<file path="src/rtl/pipe_ctrl.sv">
// Pipeline advance/bubble/redirect controller for a 7-register in-order pipe.
// Latency: adv/bubble/redirect are combinational in the same cycle; state and counters update next edge.
// Backpressure: mem_busy freezes regs 0..4, hzd_stall freezes regs 0..3; a blocked mispredict is held pending.
//
// Ports:
//   clk, rst                       clock, synchronous active-high reset
//   en                             global enable (low freezes everything)
//   hzd_stall, mem_busy            stall sources (EX operand, MEM completion)
//   br_mispred, br_target          branch mispredict and correct PC from EX
//   if_rdy                         fetch has a valid instruction
//   drain_req, stg_valid           drain request and valid bits of regs 1..6
//   adv, bubble                    per-register load enable / load-invalid
//   redir_valid, redir_pc          pc redirect this cycle and its target
//   state, drain_done              FSM state (RUN/REFILL/DRAIN/DRAINED), drained flag
//   stall_cnt, flush_cnt           saturating stall-cycle and redirect counters
module pipe_ctrl (
  input  logic        clk,
  input  logic        rst,
  input  logic        en,
  input  logic        hzd_stall,
  input  logic        mem_busy,
  input  logic        br_mispred,
  input  logic [31:0] br_target,
  input  logic        if_rdy,
  input  logic        drain_req,
  input  logic [5:0]  stg_valid,
  output logic [6:0]  adv,
  output logic [6:0]  bubble,
  output logic        redir_valid,
  output logic [31:0] redir_pc,
  output logic [1:0]  state,
  output logic        drain_done,
  output logic [15:0] stall_cnt,
  output logic [15:0] flush_cnt
);

  typedef enum logic [1:0] {
    RUN     = 2'd0,
    REFILL  = 2'd1,
    DRAIN   = 2'd2,
    DRAINED = 2'd3
  } state_t;

  state_t      st;
  logic        pend_vld;
  logic [31:0] pend_pc;
  logic        stall;
  logic        do_redir;

  assign stall    = mem_busy | hzd_stall;
  // A redirect only happens on an enabled, unstalled cycle; otherwise it waits in pend_*.
  assign do_redir = en & ~stall & (br_mispred | pend_vld);
  assign state    = st;

  always_comb begin
    adv         = 7'h7F;
    bubble      = 7'h00;
    redir_valid = 1'b0;
    // A live mispredict is always newer than anything pending.
    redir_pc    = br_mispred ? br_target : pend_pc;
    drain_done  = ~rst & (st == DRAINED);
    if (rst) begin
      adv    = 7'h00;
      bubble = 7'h7E;
    end else if (!en) begin
      adv    = 7'h00;
    end else if (mem_busy) begin
      adv    = 7'h60;
      bubble = 7'h20;
    end else if (hzd_stall) begin
      adv    = 7'h70;
      bubble = 7'h10;
    end else if (br_mispred || pend_vld) begin
      // Squash the three younger stages behind the mispredicted branch.
      redir_valid = 1'b1;
      bubble      = 7'h0E;
    end else if (!if_rdy || st != RUN) begin
      adv    = 7'h7E;
      bubble = 7'h02;
    end
  end

  always_ff @(posedge clk) begin
    if (rst) begin
      st        <= RUN;
      pend_vld  <= 1'b0;
      pend_pc   <= 32'h0;
      stall_cnt <= 16'h0;
      flush_cnt <= 16'h0;
    end else if (en) begin
      if (stall && stall_cnt != 16'hFFFF)
        stall_cnt <= stall_cnt + 16'd1;
      if (do_redir && flush_cnt != 16'hFFFF)
        flush_cnt <= flush_cnt + 16'd1;

      if (stall && br_mispred) begin
        pend_vld <= 1'b1;
        pend_pc  <= br_target;
      end else if (do_redir) begin
        pend_vld <= 1'b0;
      end

      case (st)
        RUN: begin
          if (do_redir)       st <= REFILL;
          else if (drain_req) st <= DRAIN;
        end
        REFILL: begin
          if (do_redir)                st <= REFILL;
          else if (if_rdy && !stall)   st <= RUN;
        end
        DRAIN: begin
          if (!drain_req)              st <= RUN;
          else if (stg_valid == 6'h0)  st <= DRAINED;
        end
        DRAINED: begin
          if (!drain_req)              st <= RUN;
        end
        default: st <= RUN;
      endcase
    end
  end

endmodule

</file>
<file path="config.mk">
export PLATFORM = sky130hd
export DESIGN_NAME = pipe_ctrl
export DESIGN_NICKNAME = d
export VERILOG_FILES = /design/src/rtl/pipe_ctrl.sv
export SDC_FILE = /design/constraint.sdc
export NUM_CORES = 1
export LEC_CHECK = 0
export ABC_AREA = 1
export BUFFER_PORTS_ARGS = -buffer_cell sky130_fd_sc_hd__buf_2
export CAP_MARGIN = 40
export CORE_UTILIZATION = 50
export CTS_BUF_LIST = sky130_fd_sc_hd__clkbuf_8
export DETAILED_ROUTE_END_ITERATION = 12
export GPL_ROUTABILITY_DRIVEN = 0
export PLACE_DENSITY = 0.79
export SYNTH_ARGS = -nofsm -noshare
export SYNTH_HDL_FRONTEND = slang
export SYNTH_SLANG_ARGS = --single-unit
</file>
<file path="constraint.sdc">
create_clock -name clk -period 2.1 [get_ports clk]
set_clock_uncertainty 0.1 [all_clocks]
set_input_delay 0 -clock clk [delete_from_list [all_inputs] [get_ports clk]]
set_output_delay 0 -clock clk [all_outputs]
set_load 0.005 [all_outputs]
</file>
==> run metrics <==
status=completed; hold path depth=7; Max Clock Freq=534 MHz; Post-synth EDFFs=0; post-synth net total=634; CTS clk-pin slew, worst paths=0.08 ns; H-Tree Depth=3; CP max stage cell=dfxtp_1; Layout Cells excl Fill=around 830; PnR worst setup slack=0.226 ns; Root Driver=clkbuf_8; # diodes=0; final slew viol count=0; RSZ-0062 raised after global routing=false; Placeable Area=0.00737 mm²; post-DP HPWL=6.63 mm; DP Cell Count=784; initial antenna violation count=0; worst-case clock buffer depth=2; Power Dens Cells=~570 mW/mm²; leading area contributor after synthesis=dfxtp_1; overall power=2.85 mW; family with the most delay on the worst path=simple AND/OR/NAND/NOR gates; sequential cell area=0.00134 mm²; initial drt markers=between 150 and 200; Fillers=a little under 700; WP data required=2.25 ns; wire per inst=12.0 µm; Reg power frac=0.472; Num CTS Buffers=9; Synth Cell Area=0.00386 mm²; CTS sink cnt=67; Top Ports=128; Crit path largest cell delay=between 0.4 and 0.5 ns; FF-to-FF path depth=7; first-pass GRT wire length=16.9 mm; Syn Area/Cell=approximately 6.6 µm²; area of the multi-input gates=0.00202 mm²; ratio of cells with drive above 1 in the final layout=0.235; R2R Path End=stall_cnt[3]; Worst Hold End=state[1]; DR vias/cell=5.01; buffer count from post-CTS setup fixing=0; std cell rows=31; WS Path Type=flop to flop; asr flop ratio synth=0; Sw Pwr=0.762 mW; reg-to-reg critical path startpoint=stall_cnt[0]; combinational share of power=0.155; Worst Path Buf+Inv=1; Synth Flop Type=dfxtp_1; Fin. Hold Viols=0; Skew-Pair Late Insertion Delay=0.33 ns; fin crit share=0.892; die height=about 90 µm; top-area cell type share of the netlist area=0.348; CP Launch Type=flop; First-pass DRT Iterations=4; Post-Route WL=10.0 mm; GR Util All Layers=0.251; Int Power=2.09 mW; PortBufs=between 100 and 150; pre-CTS setup slack=0.291 ns; post-layout net count=around 780; DRC viols=0; max-cap violation count=0; overflow left after global routing=0; Hold Crit Start=stg_valid[0]; Critical Path Fanout Max=14; Synth area leaders=dfxtp_1 35%, nand2_1 15%, o21ai_0 7.5%; measured slew at the worst slew-check pin=0.575 ns; most frequent cell after synthesis=nand2_1; min Tclk post-route=1.87 ns; initial core utilization=0.523; synth warn=0; switch share=0.267; post-route ant nets=0; library cells used by synthesis=32; Clock Power Share=0.372; Pleak=roughly 2.3 nW; DIE WIDTH=89.8 µm; vias in the first global route=roughly 3900; CTS tree=yes; arrival time worst endpoint=2.02 ns; largest net degree at the start of global routing=66; CP Capture Type=flop; total number of vias=between 4000 and 5000; Synth Instances=586; Peak VDD IR=534 µV; sequential-to-total area share from yosys stat=0.348; Hold WC Path Type=input pin to flop; #FFs+latches synth=67; Synth top cells by count=153 x nand2_1, 67 x dfxtp_1, 67 x inv_1; Worst R2R Setup Slack=0.23 ns; post-route setup TNS=0 ns; area grow syn2layout=28.8%; die area=0.00807 mm²; Setup-failing EPs final=0; crit-path cells=ha_1 -> nand3_1 -> inv_1 -> nand4_4 -> nand2_2 -> nand2_1 -> a21oi_1; Slew headroom=0.616
## sequential cells by signal, summed over array words and instances (netlist names)
signal	cells
pend_vld	1
pend_pc	32
stall_cnt	16
state	2
flush_cnt	16
## cell usage in the layout (no fill, tap or decap)
| cell | instances |
|---|---|
| a21oi_2 | 3 |
| clkinvlp_4 | 2 |
| o21ai_0 | 58 |
| ha_1 | 2 |
| nor2_1 | 59 |
| nand4_4 | 1 |
| nor2_4 | 3 |
| nor3_1 | 3 |
| a21oi_1 | 53 |
| nand3b_1 | 3 |
| inv_2 | 4 |
| nand2_8 | 1 |
| dfxtp_1 | 67 |
| conb_1 | 1 |
| nand2_1 | 153 |
| nand3_1 | 20 |
| xor2_1 | 7 |
| buf_4 | 5 |
| nor2_2 | 2 |
| nand2_4 | 2 |
| xnor2_1 | 3 |
| clkbuf_8 | 10 |
| buf_2 | 126 |
| a31o_2 | 1 |
| bufinv_16 | 1 |
| inv_1 | 69 |
| inv_4 | 1 |
| clkinv_2 | 1 |
| nand3_2 | 1 |
| nand2_2 | 6 |
| dlygate4sd3_1 | 34 |
| o21ai_1 | 17 |
| nor2_8 | 3 |
| nand4_1 | 13 |
## area by class of cell
class,instances,share of cell area
clock buffers,10,0.0277
clock inverters,6,0.0116
multi-input cells,415,0.408
flip-flops and latches,67,0.270
inverters,72,0.0549
well taps,99,0.0249
repair buffers,165,0.203
## worst reg2reg max path: stages (launching register included)
cell     delay [ns]
dfxtp_1        0.42
ha_1           0.27
nand3_1        0.14
inv_1          0.15
nand4_4        0.22
nand2_2        0.26
nand2_1        0.08
a21oi_1        0.15
## metal layers
metal | track usage | routed length (µm)
met3 | 0.0643 | 550
met1 | 0.298 | 4440
met2 | 0.447 | 4920
met4 | 0.0628 | 110
met5 | 0 | 0
## how the worst max path moves through the flow
stage	to	startpoint	cells after the start	slack (ns)
detailed placement	stall_cnt[3]	stall_cnt[0]	7	0.29
global placement	stall_cnt[15]	stall_cnt[0]	7	0.39
floorplan	stall_cnt[13]	stall_cnt[0]	9	0.53
finish	stall_cnt[3]	stall_cnt[0]	7	0.23
global route	stall_cnt[3]	stall_cnt[1]	7	0.05
CTS	stall_cnt[3]	stall_cnt[0]	7	0.25
## power by group through the flow
stage / clock network, mW / logic, mW / registers [mW]
after floorplan: 0 / 0.247 / 1.37
after global placement: 0 / 0.377 / 1.37
after detailed placement: 0 / 0.387 / 1.38
after CTS: 1.08 / 0.438 / 1.35
after global routing: 1.15 / 0.497 / 1.35
final: 1.06 / 0.443 / 1.35
## metrics by stage
| stage | area, µm² | util | hold WS [ns] |
|---|---|---|---|
| after floorplan | 3860 | - | -0.0635 |
| after global placement | 4430 | 0.601 | 0.173 |
| after detailed placement | 4430 | 0.601 | 0.179 |
| after CTS | 4970 | 0.674 | 0.0429 |
| after global routing | 4970 | 0.674 | 0.0793 |
| final | 4970 | 0.674 | 0.0584 |
## cell families (layout without fill, tap and decap cells)
group,count (synthesis),after routing,synth area share
AOI/OAI and AO/OA,132,132,0.175
DFF,67,67,0.348
and+or+nand+nor,270,270,0.320
buffers and inverters,104,253,0.127
xor gates and xnor gates,10,10,0.0227
other,1,1,0.000972
adders and majority gates,2,2,0.00649
## timing repair
action,CTS,global route
hold endpoints to repair,34,0
hold buffers,34,0
resized for setup,0,0
(Power assumes the default switching activity.)
